[src/rtl/htp_tape_tx_if.sv]
// ============================================================================
// Module     : htp_tape_tx_if
// Description: Byte-stream, control and status bundle for the tape transmitter
// Revision   : 1.0 - initial release
// ============================================================================
`default_nettype none

interface htp_tape_tx_if;
  logic       START;
  logic [7:0] DIN;
  logic       DIN_VALID;
  logic       DIN_LAST;
  logic       DIN_READY;
  logic       TAPE_OUT;
  logic       BUSY;
  logic       DONE;
  logic       UNDERRUN;

  modport master (
    output START, DIN, DIN_VALID, DIN_LAST,
    input  DIN_READY, TAPE_OUT, BUSY, DONE, UNDERRUN
  );

  modport slave (
    input  START, DIN, DIN_VALID, DIN_LAST,
    output DIN_READY, TAPE_OUT, BUSY, DONE, UNDERRUN
  );
endinterface

`default_nettype wire

[src/rtl/htp_tape_tx.sv]
// ============================================================================
// Module     : htp_tape_tx
// Description: Homelab cassette transmitter (leader, sync, payload, trailer).
//              Define HTP_TAPE_TX_CHECKSUM_EN to append a mod-256 checksum byte.
// Revision   : 1.0 - initial release
// ============================================================================
`default_nettype none

module htp_tape_tx #(
  parameter int         CELL_CYCLES  = 4800,
  parameter int         PULSE_CYCLES = 600,
  parameter int         LEADER_BYTES = 256,
  parameter logic [7:0] SYNC_BYTE    = 8'hA5
) (
  input  wire logic     CLK,
  input  wire logic     RESET_N,
  htp_tape_tx_if.slave  bus
);

  localparam int CW = $clog2(CELL_CYCLES);
  localparam int LW = $clog2(LEADER_BYTES + 1);

  localparam logic [CW-1:0] c_cell_last = CW'(CELL_CYCLES - 1);
  localparam logic [CW-1:0] c_pulse     = CW'(PULSE_CYCLES);
  localparam logic [CW-1:0] c_half      = CW'(CELL_CYCLES / 2);
  localparam logic [CW-1:0] c_half_end  = CW'(CELL_CYCLES / 2 + PULSE_CYCLES);
  localparam logic [LW-1:0] c_leader    = LW'(LEADER_BYTES);

  localparam logic [2:0] c_st_idle   = 3'd0;
  localparam logic [2:0] c_st_leader = 3'd1;
  localparam logic [2:0] c_st_sync   = 3'd2;
  localparam logic [2:0] c_st_data   = 3'd3;
  localparam logic [2:0] c_st_trail  = 3'd4;
`ifdef HTP_TAPE_TX_CHECKSUM_EN
  localparam logic [2:0] c_st_csum   = 3'd5;
`endif

  logic [2:0]    r_state, w_state;
  logic [CW-1:0] r_cyc,   w_cyc;
  logic [2:0]    r_bit,   w_bit;
  logic [LW-1:0] r_cnt,   w_cnt;
  logic [7:0]    r_sh,    w_sh;
  logic          r_last,  w_last;
  logic          r_stall, w_stall;
  logic          r_tape,  w_tape;
  logic          r_done,  w_done;
  logic          r_under, w_under;
  logic          w_end_byte;
  logic          w_ready;
`ifdef HTP_TAPE_TX_CHECKSUM_EN
  logic [7:0]    r_csum,  w_csum;
`endif

  always_ff @(posedge CLK) begin
    if (!RESET_N) begin
      r_state <= c_st_idle;
      r_cyc   <= '0;
      r_bit   <= '0;
      r_cnt   <= '0;
      r_sh    <= '0;
      r_last  <= 1'b0;
      r_stall <= 1'b0;
      r_tape  <= 1'b0;
      r_done  <= 1'b0;
      r_under <= 1'b0;
`ifdef HTP_TAPE_TX_CHECKSUM_EN
      r_csum  <= '0;
`endif
    end else begin
      r_state <= w_state;
      r_cyc   <= w_cyc;
      r_bit   <= w_bit;
      r_cnt   <= w_cnt;
      r_sh    <= w_sh;
      r_last  <= w_last;
      r_stall <= w_stall;
      r_tape  <= w_tape;
      r_done  <= w_done;
      r_under <= w_under;
`ifdef HTP_TAPE_TX_CHECKSUM_EN
      r_csum  <= w_csum;
`endif
    end
  end

  always_comb begin
    w_state = r_state;
    w_cyc   = r_cyc;
    w_bit   = r_bit;
    w_cnt   = r_cnt;
    w_sh    = r_sh;
    w_last  = r_last;
    w_stall = r_stall;
    w_done  = 1'b0;
    w_under = r_under;
`ifdef HTP_TAPE_TX_CHECKSUM_EN
    w_csum  = r_csum;
`endif
    if (r_state == c_st_idle) begin
      if (bus.START) begin
        w_state = c_st_leader;
        w_cnt   = c_leader;
        w_sh    = 8'h00;
        w_cyc   = '0;
        w_bit   = '0;
        w_last  = 1'b0;
        w_stall = 1'b0;
        w_under = 1'b0;
`ifdef HTP_TAPE_TX_CHECKSUM_EN
        w_csum  = 8'h00;
`endif
      end
    end else if (w_ready) begin
      // A fetch always restarts at cell offset 0, so a stall never leaves a partial cell.
      w_cyc = '0;
      w_bit = '0;
      if (bus.DIN_VALID) begin
        w_state = c_st_data;
        w_sh    = bus.DIN;
        w_last  = bus.DIN_LAST;
        w_stall = 1'b0;
`ifdef HTP_TAPE_TX_CHECKSUM_EN
        w_csum  = r_csum + bus.DIN;
`endif
      end else begin
        w_stall = 1'b1;
        w_under = 1'b1;
      end
    end else if (r_cyc != c_cell_last) begin
      w_cyc = r_cyc + 1'b1;
    end else begin
      w_cyc = '0;
      w_bit = r_bit + 3'd1;
      w_sh  = {r_sh[6:0], 1'b0};
      if (r_bit == 3'd7) begin
        case (r_state)
          c_st_leader: begin
            if (r_cnt == LW'(1)) begin
              w_sh    = SYNC_BYTE;
              w_state = c_st_sync;
            end else begin
              w_cnt = r_cnt - LW'(1);
              w_sh  = 8'h00;
            end
          end
          c_st_data: begin
`ifdef HTP_TAPE_TX_CHECKSUM_EN
            w_sh    = r_csum;
            w_state = c_st_csum;
`else
            w_sh    = 8'h00;
            w_state = c_st_trail;
`endif
          end
`ifdef HTP_TAPE_TX_CHECKSUM_EN
          c_st_csum: begin
            w_sh    = 8'h00;
            w_state = c_st_trail;
          end
`endif
          default: begin
            w_state = c_st_idle;
            w_done  = 1'b1;
          end
        endcase
      end
    end
    // Waveform is registered, so it is derived from the position of the coming cycle.
    w_tape = (w_state != c_st_idle) && !w_stall &&
             ((w_cyc < c_pulse) ||
              (w_sh[7] && (w_cyc >= c_half) && (w_cyc < c_half_end)));
  end

  always_comb begin
    w_end_byte    = (r_cyc == c_cell_last) && (r_bit == 3'd7);
    w_ready       = r_stall ||
                    (w_end_byte && ((r_state == c_st_sync) ||
                                    ((r_state == c_st_data) && !r_last)));
    bus.DIN_READY = w_ready;
    bus.TAPE_OUT  = r_tape;
    bus.BUSY      = (r_state != c_st_idle);
    bus.DONE      = r_done;
    bus.UNDERRUN  = r_under;
  end

endmodule

`default_nettype wire

[src/flat_wrapper.sv]
// flat-port wrapper written by rule: the top's interface ports become plain ports
module htp_tape_tx_flat 
#(
  parameter int         CELL_CYCLES  = 4800,
  parameter int         PULSE_CYCLES = 600,
  parameter int         LEADER_BYTES = 256,
  parameter logic [7:0] SYNC_BYTE    = 8'hA5
)
  (CLK, RESET_N, bus_START, bus_DIN, bus_DIN_VALID, bus_DIN_LAST, bus_DIN_READY, bus_TAPE_OUT, bus_BUSY, bus_DONE, bus_UNDERRUN);
  htp_tape_tx_if bus_i ();
  input  wire logic CLK;
  input  wire logic RESET_N;
  input wire logic [$bits(bus_i.START)-1:0] bus_START;
  input wire logic [$bits(bus_i.DIN)-1:0] bus_DIN;
  input wire logic [$bits(bus_i.DIN_VALID)-1:0] bus_DIN_VALID;
  input wire logic [$bits(bus_i.DIN_LAST)-1:0] bus_DIN_LAST;
  output wire logic [$bits(bus_i.DIN_READY)-1:0] bus_DIN_READY;
  output wire logic [$bits(bus_i.TAPE_OUT)-1:0] bus_TAPE_OUT;
  output wire logic [$bits(bus_i.BUSY)-1:0] bus_BUSY;
  output wire logic [$bits(bus_i.DONE)-1:0] bus_DONE;
  output wire logic [$bits(bus_i.UNDERRUN)-1:0] bus_UNDERRUN;
  assign bus_i.START = bus_START;
  assign bus_i.DIN = bus_DIN;
  assign bus_i.DIN_VALID = bus_DIN_VALID;
  assign bus_i.DIN_LAST = bus_DIN_LAST;
  assign bus_DIN_READY = bus_i.DIN_READY;
  assign bus_TAPE_OUT = bus_i.TAPE_OUT;
  assign bus_BUSY = bus_i.BUSY;
  assign bus_DONE = bus_i.DONE;
  assign bus_UNDERRUN = bus_i.UNDERRUN;
  htp_tape_tx #(.CELL_CYCLES(CELL_CYCLES), .PULSE_CYCLES(PULSE_CYCLES), .LEADER_BYTES(LEADER_BYTES), .SYNC_BYTE(SYNC_BYTE)) u_core (.CLK(CLK), .RESET_N(RESET_N), .bus(bus_i));
endmodule
[config.mk]
export PLATFORM = sky130hd
export DESIGN_NAME = htp_tape_tx_flat
export DESIGN_NICKNAME = d
export VERILOG_FILES = /design/src/rtl/htp_tape_tx_if.sv /design/src/rtl/htp_tape_tx.sv /design/src/flat_wrapper.sv
export SDC_FILE = /design/constraint.sdc
export NUM_CORES = 1
export LEC_CHECK = 0
export ABC_AREA = 1
export CAP_MARGIN = 20
export CORE_MARGIN = 2
export CORE_UTILIZATION = 40
export DETAILED_ROUTE_END_ITERATION = 7
export MAX_ROUTING_LAYER = met4
export PLACE_DENSITY = 0.64
export SYNTH_ARGS = -nofsm -noshare
export SYNTH_HDL_FRONTEND = slang
export SYNTH_SLANG_ARGS = --single-unit
[constraint.sdc]
create_clock -name CLK -period 3 [get_ports CLK]
set_input_delay 0.45 -clock CLK [delete_from_list [all_inputs] [get_ports CLK]]
set_output_delay 0.45 -clock CLK [all_outputs]
set_load 0.02 [all_outputs]
==> results_dict.tcl <==
set metrics [dict create \
    crit_path_end_kind "output pin" \
    core_area_mm2 0.00642 \
    route.detailed.drc 0 \
    cp.required_ns 2.55 \
    cts_sinks 41 \
    antenna_left 0 \
    die_w_um 85.9 \
    status "completed" \
    clk_latency_ns 0.29 \
    final.period_utilization_pct 86.5 \
    wire_per_inst_um 13.5 \
    yosysWarnings 0 \
    syn_area_mm2 0.00268 \
    worstSetupPathType "flop to output pin" \
    gr-total-overflow 0 \
    worst_hold_slack_ns 0.463 \
    p_per_area_mw_per_mm2 400 \
    syn_area_per_cell_um2 6.67 \
    startpoint_type "flop" \
    hold_viol_final 0 \
    worstPathMaxFanout 7 \
    fin_tns_setup_ns 0 \
    die-area_mm2 0.00737 \
    numCtsBuffers 5 \
    drive_above_1_share_pct 12.6 \
    antenna_found_initial 0 \
    finalMaxSlewViolations 0 \
    post-cts-setup-buffer-count 0 \
    routed_wl_mm 6.73 \
    fin_skew_ns 0.00285 \
    n_antenna_cell 0 \
    drt_iter0_markers 130 \
    rows 29 \
    layout.nets 439 \
    power.leakage_nw 1.25 \
    final_cell_mix "94 x nand2_1, 48 x inv_1, 42 x nor2_1" \
    fill_cells 662 \
    path_cells "ha_1 -> nand3_2 -> nor2_4 -> nand4_4 -> nand2_2 -> clkdlybuf4s50_1" \
    slowest_delay_ns 0.61 \
    hold_class "flop to flop" \
    initial_core_util_pct 41.7 \
    ir_drop_v 0.000446 \
    area_growth_pct 13.2 \
    min_period_ns 2.60 \
    grt_pass1_wl_mm 11.6 \
    place.port_buffers 17 \
    grt_max_degree 17 \
    drtPass1Iterations 7 \
    htreeDepth 2 \
    routed_via_density 5.27 \
    grtUsageTotal_pct 20.2 \
    slew_headroom_pct 66.0 \
    critical_path_arrival_ns 2.15 \
    syn_nets 420 \
    clkTransAtPathRegs_ns 0.08 \
    max_freq_ghz 0.385 \
    cts_resized 0 \
    ios 18 \
    crit_buf_inv 1 \
    postSynthCellCount 402 \
    via_count 2628 \
    regArea_um2 821 \
    max_slew.worst_pin.slew_ns 0.510 \
    drv_cap 0 \
    ys_seq_elements 41 \
    cp_top_family "simple AND/OR/NAND/NOR gates" \
    tritoncts "done" \
    crit_path_top_delay_cell "clkdlybuf4s50_1" \
    grt_pass1_vias 2614 \
    postCtsHoldBufs 0 \
    rsz0062_at_grt "false" \
    final_common_cell "nand2_1" \
    dp_hpwl_mm 5.07 \
    gp_congestion 0.887 \
    synth_seq_area_share_pct 30.6 \
    cts_buffer_depth 2 \
    cts-root-buf "clkbuf_8" \
    die_h_um 85.9 \
    multiInputGateArea_mm2 0.00159 \
    yosysUniqueCellTypes 39 \
    setup_viol 0 \
]
==> registers in the layout (all words and copies together) (netlist names) <==
register             count
u_core.r_cyc            13
u_core.bus.UNDERRUN      1
u_core.bus.TAPE_OUT      1
u_core.r_sh              8
u_core.r_cnt             9
u_core.r_last            1
u_core.bus.DONE          1
u_core.r_bit             3
u_core.r_stall           1
u_core.r_state           3
==> worst min-delay path: stages, from the launching register on <==
cell and delay [ns]:
dfxtp_1 0.31, nand2_1 0.06, a21oi_1 0.05
==> synthesized netlist by cell type <==
| library cell | n | share of area, % |
|---|---|---|
| nand2_1 | 94 | 13 |
| inv_1 | 48 | 6.7 |
| nor2_1 | 42 | 5.9 |
| dfxtp_1 | 41 | 31 |
| a21oi_1 | 33 | 6.2 |
| nand3_1 | 26 | 4.9 |
| o21ai_0 | 19 | 3.5 |
| nand4_1 | 12 | 2.8 |
| nor2_2 | 8 | 1.9 |
| nor2_4 | 7 | 2.9 |
| a31oi_1 | 6 | 1.4 |
| nand2_2 | 6 | 1.4 |
| xor2_1 | 6 | 2.0 |
| ha_1 | 5 | 2.3 |
| inv_2 | 5 | 0.70 |
| nand3_2 | 5 | 1.9 |
| nor3_1 | 5 | 0.93 |
| clkbuf_1 | 4 | 0.56 |
| or3_1 | 4 | 0.93 |
| buf_2 | 2 | 0.37 |
| clkinv_1 | 2 | 0.28 |
| nor2_8 | 2 | 1.5 |
| nor4_1 | 2 | 0.47 |
| o21bai_1 | 2 | 0.56 |
| or2_2 | 2 | 0.47 |
| a2111oi_0 | 1 | 0.33 |
| a21oi_2 | 1 | 0.33 |
| buf_4 | 1 | 0.28 |
| buf_6 | 1 | 0.42 |
| buf_8 | 1 | 0.56 |
| inv_4 | 1 | 0.23 |
| nand3_4 | 1 | 0.65 |
| nand3b_1 | 1 | 0.28 |
| nand4_4 | 1 | 0.79 |
| nor3_4 | 1 | 0.61 |
| o21ai_1 | 1 | 0.19 |
| o21ai_2 | 1 | 0.33 |
| o22ai_2 | 1 | 0.47 |
| o31ai_1 | 1 | 0.28 |
==> final cells by class <==
cell class / count / area share (%)
timing repair buffer: 21 / 6.60
inverter: 56 / 7.01
sequential: 41 / 27.0
tap: 77 / 3.17
clock inverter: 1 / 0.989
multi-input combinational: 296 / 52.3
clock buffer: 7 / 2.84
==> routing by layer <==
metal | wire length [µm] | vias up | share of wire, % | track usage (%)
li1 | - | 1341 | - | -
met1 | 3160 | 1227 | 47 | 25.7
met2 | 3120 | 48 | 46 | 32.6
met3 | 315 | 12 | 4.7 | 3.66
met4 | 138 | 0 | 2.1 | 6.35
met5 | 0 | - | 0 | -
==> worst paths after layout <==
path                                                    from                      endpoint  slack [ns]  cells past startpoint
worst max-delay path              u_core.r_cyc[0]$_SDFF_PN0_                 bus_DIN_READY        0.40                      6
worst min-delay path            u_core.r_cnt[6]$_SDFFE_PN0P_  u_core.r_cnt[6]$_SDFFE_PN0P_        0.46                      2
worst max register to register    u_core.r_cyc[0]$_SDFF_PN0_   u_core.r_sh[6]$_SDFFE_PN0P_        0.78                     12
worst min register to register  u_core.r_cnt[6]$_SDFFE_PN0P_  u_core.r_cnt[6]$_SDFFE_PN0P_        0.46                      2
==> power breakdown <==
group	internal, W	switching (W)
registers	0.000559	0.0000123
logic	0.0000639	0.000112
clock network	0.000272	0.000195
total	0.000894	0.000320
==> per-stage QoR <==
| step | area, µm² | power (W) | worst slack, ns | utilization [%] | cells |
|---|---|---|---|---|---|
| detailed placement | 2920 | 0.000760 | 0.714 | 45.5 | 491 |
| finish | 3040 | 0.00121 | 0.405 | 47.3 | 499 |
| global placement | 2920 | 0.000758 | 0.760 | 45.5 | 491 |
| global route | 3040 | 0.00126 | 0.277 | 47.3 | 499 |
| floorplan | 2680 | 0.000707 | 1.12 | - | 402 |
| CTS | 3040 | 0.00122 | 0.395 | 47.3 | 499 |
==> logic make-up (layout without fill, tap and decap cells) <==
group	Yosys count	after routing	synth area share (%)
buffers and inverters	65	85	10.1
XOR/XNOR	6	6	1.96
adder cells (fa/ha/maj)	5	5	2.33
AO/OA/AOI/OAI	66	66	13.6
flip-flops	41	41	30.6
AND/OR/NAND/NOR	219	219	41.4
(Power assumes the default switching activity.)
